===== src/rtl/cpu_pkg.sv =====
// rtl/cpu_pkg.sv - shared opcodes, ALU codes, IR field positions and FSM types for cpu_sequencer
// Contents: OP_* instruction opcodes, ALU_* operation codes, default flag
// register address, IR field positions, FSM state and branch-kind enums.
package cpu_pkg;

  localparam logic [3:0] OP_ADD  = 4'b0000;
  localparam logic [3:0] OP_SUB  = 4'b0001;
  localparam logic [3:0] OP_AND  = 4'b0010;
  localparam logic [3:0] OP_OR   = 4'b0011;
  localparam logic [3:0] OP_XOR  = 4'b0100;
  localparam logic [3:0] OP_INV  = 4'b0101;
  localparam logic [3:0] OP_LOAD = 4'b1000;
  localparam logic [3:0] OP_INC  = 4'b1010;
  localparam logic [3:0] OP_DEC  = 4'b1011;
  localparam logic [3:0] OP_HLT  = 4'b1100;
  localparam logic [3:0] OP_JC   = 4'b1101;
  localparam logic [3:0] OP_JNZ  = 4'b1110;
  localparam logic [3:0] OP_JMP  = 4'b1111;

  localparam logic [2:0] ALU_ADD = 3'b000;
  localparam logic [2:0] ALU_SUB = 3'b001;
  localparam logic [2:0] ALU_AND = 3'b010;
  localparam logic [2:0] ALU_OR  = 3'b011;
  localparam logic [2:0] ALU_XOR = 3'b100;
  localparam logic [2:0] ALU_INV = 3'b101;

  localparam logic [2:0] FLAG_ADDR = 3'd7;

  // Instruction word layout: op[15:12] rd[9:8] rs1[5:4] rs2[1:0] imm[7:0]
  localparam int IR_OP_LSB  = 12;
  localparam int IR_OP_W    = 4;
  localparam int IR_RD_LSB  = 8;
  localparam int IR_RS1_LSB = 4;
  localparam int IR_RS2_LSB = 0;
  localparam int IR_REG_W   = 2;
  localparam int IR_IMM_LSB = 0;
  localparam int IR_IMM_W   = 8;

  typedef enum logic [2:0] {
    FETCH, DECODE, RDA, RDB, EXEC, WB, WBF, HALT
  } state_t;

  typedef enum logic [1:0] {
    BR_NONE, BR_JMP, BR_JNZ, BR_JC
  } br_kind_t;

endpackage


===== src/rtl/cpu_decode.sv =====
// rtl/cpu_decode.sv - combinational opcode classifier for cpu_sequencer
// Ports: op (in, 4-bit opcode); alu_op (ALU operation); is_alu (op runs the
// RDA/RDB/EXEC/WB/WBF path); uses_rs2 (RDB reads rs2); is_unary_imm1 (RDB
// forces B=1); writes_flags (WBF follows WB); is_load; is_halt; is_branch
// and branch_kind (JMP/JNZ/JC).
module cpu_decode
  import cpu_pkg::*;
(
  input  logic [3:0] op,
  output logic [2:0] alu_op,
  output logic       is_alu,
  output logic       uses_rs2,
  output logic       is_unary_imm1,
  output logic       writes_flags,
  output logic       is_load,
  output logic       is_halt,
  output logic       is_branch,
  output br_kind_t   branch_kind
);

  always_comb begin
    alu_op        = ALU_ADD;
    is_alu        = 1'b0;
    uses_rs2      = 1'b0;
    is_unary_imm1 = 1'b0;
    is_load       = 1'b0;
    is_halt       = 1'b0;
    branch_kind   = BR_NONE;
    case (op)
      OP_ADD:  begin alu_op = ALU_ADD; is_alu = 1'b1; uses_rs2 = 1'b1; end
      OP_SUB:  begin alu_op = ALU_SUB; is_alu = 1'b1; uses_rs2 = 1'b1; end
      OP_AND:  begin alu_op = ALU_AND; is_alu = 1'b1; uses_rs2 = 1'b1; end
      OP_OR:   begin alu_op = ALU_OR;  is_alu = 1'b1; uses_rs2 = 1'b1; end
      OP_XOR:  begin alu_op = ALU_XOR; is_alu = 1'b1; uses_rs2 = 1'b1; end
      OP_INV:  begin alu_op = ALU_INV; is_alu = 1'b1; end
      OP_INC:  begin alu_op = ALU_ADD; is_alu = 1'b1; is_unary_imm1 = 1'b1; end
      OP_DEC:  begin alu_op = ALU_SUB; is_alu = 1'b1; is_unary_imm1 = 1'b1; end
      OP_LOAD: is_load = 1'b1;
      OP_HLT:  is_halt = 1'b1;
      OP_JMP:  branch_kind = BR_JMP;
      OP_JNZ:  branch_kind = BR_JNZ;
      OP_JC:   branch_kind = BR_JC;
      default: ;  // remaining opcodes are NOPs
    endcase
  end

  // Only ALU operations update the flag register.
  assign writes_flags = is_alu;
  assign is_branch    = (branch_kind != BR_NONE);

endmodule


===== src/rtl/cpu_sequencer.sv =====
// rtl/cpu_sequencer.sv - multi-cycle fetch/decode/execute controller for the 8-bit processor
// Ports: clk, rst (sync, active-high); pc/ir_en -> inst_reg, ir_data <- inst_reg
// (valid the cycle after the fetch); rf_addr/rf_rd/rf_wr/rf_wdata -> registers,
// rf_rdata <- registers (same-cycle); alu_op/alu_a/alu_b -> alu,
// alu_out/alu_cy/alu_zero <- alu; halted high while parked in HALT.
module cpu_sequencer #(
  parameter int         PC_W      = 8,
  parameter int         DATA_W    = 8,
  parameter logic [2:0] FLAG_ADDR = cpu_pkg::FLAG_ADDR,
  parameter int         RESET_PC  = 0
) (
  input  logic              clk,
  input  logic              rst,
  output logic [PC_W-1:0]   pc,
  output logic              ir_en,
  input  logic [15:0]       ir_data,
  output logic [2:0]        rf_addr,
  output logic              rf_rd,
  output logic              rf_wr,
  output logic [DATA_W-1:0] rf_wdata,
  input  logic [DATA_W-1:0] rf_rdata,
  output logic [2:0]        alu_op,
  output logic [DATA_W-1:0] alu_a,
  output logic [DATA_W-1:0] alu_b,
  input  logic [DATA_W-1:0] alu_out,
  input  logic              alu_cy,
  input  logic              alu_zero,
  output logic              halted
);
  import cpu_pkg::*;

  // JC jumps only on exactly cy=1, zero=0 in the stored flag byte.
  localparam logic [DATA_W-1:0] JC_TAKEN_FLAGS = {1'b1, {(DATA_W-1){1'b0}}};

  state_t              state, state_nxt;
  logic [15:0]         ir;
  logic [DATA_W-1:0]   result;
  logic                cy_q, zero_q;
  logic [2:0]          rf_addr_q;

  logic [3:0]          dec_op;
  logic [2:0]          dec_alu_op;
  logic                is_alu, uses_rs2, is_unary_imm1, writes_flags;
  logic                is_load, is_halt, is_branch;
  br_kind_t            branch_kind;

  logic [PC_W-1:0]     pc_inc;
  logic [PC_W-1:0]     target_ir;
  logic                br_taken;
  logic                unused_ir_bits;

  // During DECODE the new instruction is only on ir_data; afterwards it lives in ir.
  assign dec_op = (state == DECODE) ? ir_data[IR_OP_LSB +: IR_OP_W] : ir[IR_OP_LSB +: IR_OP_W];

  cpu_decode u_decode (
    .op            (dec_op),
    .alu_op        (dec_alu_op),
    .is_alu        (is_alu),
    .uses_rs2      (uses_rs2),
    .is_unary_imm1 (is_unary_imm1),
    .writes_flags  (writes_flags),
    .is_load       (is_load),
    .is_halt       (is_halt),
    .is_branch     (is_branch),
    .branch_kind   (branch_kind)
  );

  assign pc_inc         = pc + 1'b1;
  assign target_ir      = PC_W'(ir[IR_IMM_LSB +: IR_IMM_W]);
  assign br_taken       = (branch_kind == BR_JNZ) ? (rf_rdata != '0) : (rf_rdata == JC_TAKEN_FLAGS);
  assign halted         = (state == HALT);
  assign unused_ir_bits = ^ir[11:10];

  always_comb begin
    state_nxt = state;
    ir_en     = 1'b0;
    rf_rd     = 1'b0;
    rf_wr     = 1'b0;
    rf_addr   = rf_addr_q;
    rf_wdata  = result;
    case (state)
      FETCH: begin
        ir_en     = 1'b1;
        state_nxt = DECODE;
      end
      DECODE: begin
        if (is_alu || branch_kind == BR_JNZ || branch_kind == BR_JC) state_nxt = RDA;
        else if (is_load) state_nxt = WB;
        else if (is_halt) state_nxt = HALT;
        else              state_nxt = FETCH;
      end
      RDA: begin
        rf_rd = 1'b1;
        if (branch_kind == BR_JC)
          rf_addr = FLAG_ADDR;
        else if (is_unary_imm1 || branch_kind == BR_JNZ)
          rf_addr = {1'b0, ir[IR_RD_LSB +: IR_REG_W]};
        else
          rf_addr = {1'b0, ir[IR_RS1_LSB +: IR_REG_W]};
        state_nxt = is_branch ? FETCH : RDB;
      end
      RDB: begin
        if (uses_rs2) begin
          rf_rd   = 1'b1;
          rf_addr = {1'b0, ir[IR_RS2_LSB +: IR_REG_W]};
        end
        state_nxt = EXEC;
      end
      EXEC: state_nxt = WB;
      WB: begin
        rf_wr     = 1'b1;
        rf_addr   = {1'b0, ir[IR_RD_LSB +: IR_REG_W]};
        rf_wdata  = is_load ? DATA_W'(ir[IR_IMM_LSB +: IR_IMM_W]) : result;
        state_nxt = writes_flags ? WBF : FETCH;
      end
      WBF: begin
        rf_wr     = 1'b1;
        rf_addr   = FLAG_ADDR;
        rf_wdata  = {cy_q, zero_q, {(DATA_W-2){1'b0}}};
        state_nxt = FETCH;
      end
      HALT: state_nxt = HALT;
      default: state_nxt = FETCH;
    endcase
    if (rst) begin
      ir_en = 1'b0;
      rf_rd = 1'b0;
      rf_wr = 1'b0;
    end
  end

  always_ff @(posedge clk) begin
    if (rst) begin
      state     <= FETCH;
      pc        <= PC_W'(RESET_PC);
      ir        <= '0;
      alu_a     <= '0;
      alu_b     <= '0;
      alu_op    <= '0;
      result    <= '0;
      cy_q      <= 1'b0;
      zero_q    <= 1'b0;
      rf_addr_q <= '0;
    end else begin
      state     <= state_nxt;
      rf_addr_q <= rf_addr;
      case (state)
        DECODE: begin
          ir <= ir_data;
          if (is_alu) alu_op <= dec_alu_op;
          if (branch_kind == BR_JMP)
            pc <= PC_W'(ir_data[IR_IMM_LSB +: IR_IMM_W]);
          else if (!is_alu && !is_load && !is_halt && !is_branch)
            pc <= pc_inc;
        end
        RDA: begin
          alu_a <= rf_rdata;
          if (is_branch) pc <= br_taken ? target_ir : pc_inc;
        end
        RDB: begin
          if (uses_rs2)           alu_b <= rf_rdata;
          else if (is_unary_imm1) alu_b <= DATA_W'(1);
        end
        EXEC: begin
          result <= alu_out;
          cy_q   <= alu_cy;
          zero_q <= alu_zero;
        end
        WB:  if (!writes_flags) pc <= pc_inc;
        WBF: pc <= pc_inc;
        default: ;
      endcase
    end
  end

endmodule

===== config.mk =====
export PLATFORM = sky130hd
export DESIGN_NAME = cpu_sequencer
export DESIGN_NICKNAME = d
export VERILOG_FILES = /design/src/rtl/cpu_pkg.sv /design/src/rtl/cpu_decode.sv /design/src/rtl/cpu_sequencer.sv
export SDC_FILE = /design/constraint.sdc
export NUM_CORES = 1
export LEC_CHECK = 0
export ABC_AREA = 1
export BUFFER_PORTS_ARGS = -buffer_cell sky130_fd_sc_hd__buf_2
export CAP_MARGIN = 20
export CORE_ASPECT_RATIO = 1.5
export CORE_MARGIN = 5
export CORE_UTILIZATION = 58
export CTS_CLUSTER_DIAMETER = 30
export CTS_CLUSTER_SIZE = 12
export DETAILED_ROUTE_END_ITERATION = 10
export PLACE_DENSITY_LB_ADDON = 0.2
export SKIP_CTS_REPAIR_TIMING = 1
export SLEW_MARGIN = 0
export SYNTH_ARGS = -nofsm -noshare
export SYNTH_HDL_FRONTEND = slang
export SYNTH_SLANG_ARGS = --single-unit

===== constraint.sdc =====
create_clock -name clk -period 3.6 [get_ports clk]
set_input_delay 0.54 -clock clk [delete_from_list [all_inputs] [get_ports clk]]
set_output_delay 0.54 -clock clk [all_outputs]
set_load 0.02 [all_outputs]

==> run summary <==
The run finished with clean final reports. In this run the most critical hold path is launched from alu_out[7]. The floorplan step set the die width to 71.1 um. For this block, the routed nets add up to 9.45 mm of wire. The first detailed-routing pass took 5 iterations. The first global-routing pass estimated 15.5 mm of wire.

After floorplanning, the core was divided into 33 placement rows. Of the total power, the clock network draws 16.7%. Count of cells along the worst hold path: 3. The mapped netlist covers 3250 um^2. The worst setup path is launched from a register.

Setup repair after global routing left no endpoint under its margin. The register clock-pin slew on the reported worst setup and hold paths was 0.07 ns; the total global routing overflow was 0. The longest clock path from root to sink contains 2 buffers. STA classifies the critical path endpoint as a primary output. Headroom to the max-slew limit came out at 49.5%.

The run gives 0.00933 ns as the final setup skew. The total power per unit cell area came out at 838 nW/um^2. For this design the top-level I/O count stands at 78.

The leading cell type in the layout, fill and taps excluded is sky130_fd_sc_hd__nand2_1. The total number of yosys warnings is 0. Of the available clock period, the critical path in the final layout requires 86.2%. The final count of hold timing violations was 0; the number of vias per cell was 5.51.

Data arrives at the worst endpoint at 2.56 ns. The congestion estimate from routability-driven global placement came to 0.990. Layout-stage area growth over the synthesis result: 18.3%.

Clock sink count: 57. The final setup violation count is 0. The tools report the vias after detailed routing as 3582. Root buffer cell: sky130_fd_sc_hd__clkbuf_8. The run gives 3483 as the via count of the first global-routing pass. For the number of nets in the synthesized netlist, the log shows 537. The number of clock buffers added by TritonCTS is 9. The internal power contribution came out at 1620 uW. The tools report the total die area as 7230 um^2. The number of max-capacitance violations reported is 0.

The share of total power dissipated in combinational logic is 54.0%. TritonCTS built the clock tree. The worst setup path is of the register to primary output kind.

IR analysis of the VDD net gives a maximum drop of 0.535 mV. Averaged over all synthesized cells, the footprint is 6.50 um^2. The number of antenna violations at the first check in global routing came out at 0. Traced cell by cell, the critical path runs through inv_2, nand3_2, nand2_1, nand2_4, nor2_1, nand2_1, a21oi_1, o22ai_1, buf_2. During placement, the flow inserted port buffers numbering 75. Worst-margin pin slew: 0.757 ns. Among cell families on the critical path, the largest total delay comes from simple AND/OR/NAND/NOR gates.

In this run the critical register-to-register path is launched from state[1]. The path with the worst hold slack has its endpoint at result[7]. After synthesis the netlist holds a flip-flop and latch count of 57. The run gives 59.6% as the starting utilization of the core area. Detail-routed net length per standard cell: 14.5 um.

The DRC violation total after the first TritonRoute iteration is 234, and the timing-limited maximum frequency is 322 MHz. The logic depth of the worst register-to-register path works out to 10. In the final design database the tool counted 612 nets. Switching share of power: 49.6%. After floorplanning, the core was sized to cover 5450 um^2. The largest individual stage delay along the critical path comes from the cell sky130_fd_sc_hd__a21oi_1.

The number of buffers and inverters on the critical path is 2. Final design utilization: 70.5%. The number of antenna repair diodes was 0.

After detailed routing, the number of remaining DRC violations is 0. Sequential cells were found to cover 35.1% of the synthesized design area. The post-route setup TNS was 0 ns. The number of fillers in the final layout is 531. The kind of path behind the tightest hold check was input pin to register.

The largest single stage delay on the critical path is 0.43 ns. The height of the die was 102 um. For the clock latency on the worst-skew pair, the log shows 0.35 ns.

Entering global routing, the biggest net connects 24 pins. The reported net switching power was 1600 uW. The synthesized netlist contains 30 unique library cells. The endpoint identified for the worst register-to-register timing path is pc[2]. The analysis attributes to cell leakage a power of 0.00191 uW. The largest driver fanout on the critical path is 17.

In the layout the commonest cells are 116 x sky130_fd_sc_hd__nand2_1, 75 x sky130_fd_sc_hd__buf_2, 70 x sky130_fd_sc_hd__nor2_1. The cell count after synthesis came out at 500. Required time of the critical path: 3.06 ns. Shortest period the worst path allows: 3.10 ns. Cell repeated most along the worst path: sky130_fd_sc_hd__nand2_1.

The number of H-tree levels was 3; the share of layout cells above drive strength 1 was 22.1%. In this run, flip-flops and latches consume 29.3% of the power. For the max-slew violation count, the log shows 0. The half-perimeter wire length after placement was 7.14 mm. In this run the register-to-register setup slack is 1.26 ns.

The tools report the number of nets still failing antenna checks after routing as 0. The tools report the global routing usage summed across all routing layers as 27.3%.
-- per-layer routing --
layer | GRT usage, % | up-vias | wire length (um)
met5 | 0 | - | 0
li1 | - | 1762 | -
met2 | 49.1 | 157 | 4920
met1 | 29.6 | 1625 | 3560
met4 | 15.2 | 0 | 379
met3 | 5.46 | 38 | 595
-- registers in the layout, summed over array words and instances (netlist names) --
signal     count
alu_a          8
alu_b          8
alu_op         3
cy_q           1
ir            14
pc             8
result         8
rf_addr_q      3
state          3
zero_q         1
-- worst min-delay path: stages --
cell and delay, ns:
sky130_fd_sc_hd__buf_2 0.07, sky130_fd_sc_hd__nor2_1 0.04, sky130_fd_sc_hd__nor2_1 0.08
-- per-stage QoR --
stage	total power (uW)	instances	instance area (um^2)	worst slack (ns)	hold WS, ns
2_1_floorplan	2260	500	3250	1.38	0.430
3_3_place_gp	2640	634	3670	0.926	0.437
3_5_place_dp	2680	634	3670	0.929	0.446
4_1_cts	3210	650	3840	0.539	0.410
5_1_grt	3470	650	3840	0.308	0.427
6_report	3220	650	3840	0.498	0.413
-- layout make-up --
type	count	area [um^2]	share of cell area (%)
inverter	61	229	5.96
clock buffer	11	141	3.68
tap	70	87.6	2.28
timing repair buffer	80	413	10.7
sequential	57	1140	29.7
clock inverter	5	31.3	0.814
multi-input combinational	366	1800	46.8
-- how the worst max path moves through the flow --
stage,startpoint,end,cells after the start
5_1_grt,state[1],rf_addr[0],10
2_1_floorplan,state[2],rf_wdata[0],11
6_report,state[2],rf_wdata[2],9
3_3_place_gp,state[2],rf_wdata[5],9
3_5_place_dp,state[2],rf_wdata[2],9
4_1_cts,state[2],rf_wdata[2],9
-- synth_stat cells, drive strengths merged --
cell | number | share of area, %
xor2 | 4 | 1.1
clkbuf | 10 | 1.2
o22ai | 6 | 1.2
buf | 6 | 1.3
o211ai | 5 | 1.2
nand2 | 133 | 18
nor3 | 3 | 0.46
o21ai | 35 | 5.4
nor2 | 76 | 11
ha | 1 | 0.38
nand3b | 2 | 0.58
inv | 61 | 7.0
a21oi | 37 | 5.7
nand4 | 11 | 2.1
a31oi | 1 | 0.19
nand3 | 46 | 7.5
a41oi | 2 | 0.54
or2 | 4 | 0.77
dfxtp | 57 | 35
-- power groups by stage --
stage	Sequential (uW)	Clock, uW	Combinational, uW
global route	962	576	1940
global placement	947	0	1690
detailed placement	953	0	1720
floorplan	1020	0	1240
finish	944	539	1740
CTS	941	538	1740
-- logic make-up after synthesis --
logic type | share of synthesized area, %
compound gates | 14.1
xor+xnor | 1.08
fa+ha+maj | 0.385
buf+inv | 9.51
flops | 35.1
simple gates | 39.8
Note: power is estimated with default switching activity, not from simulation.
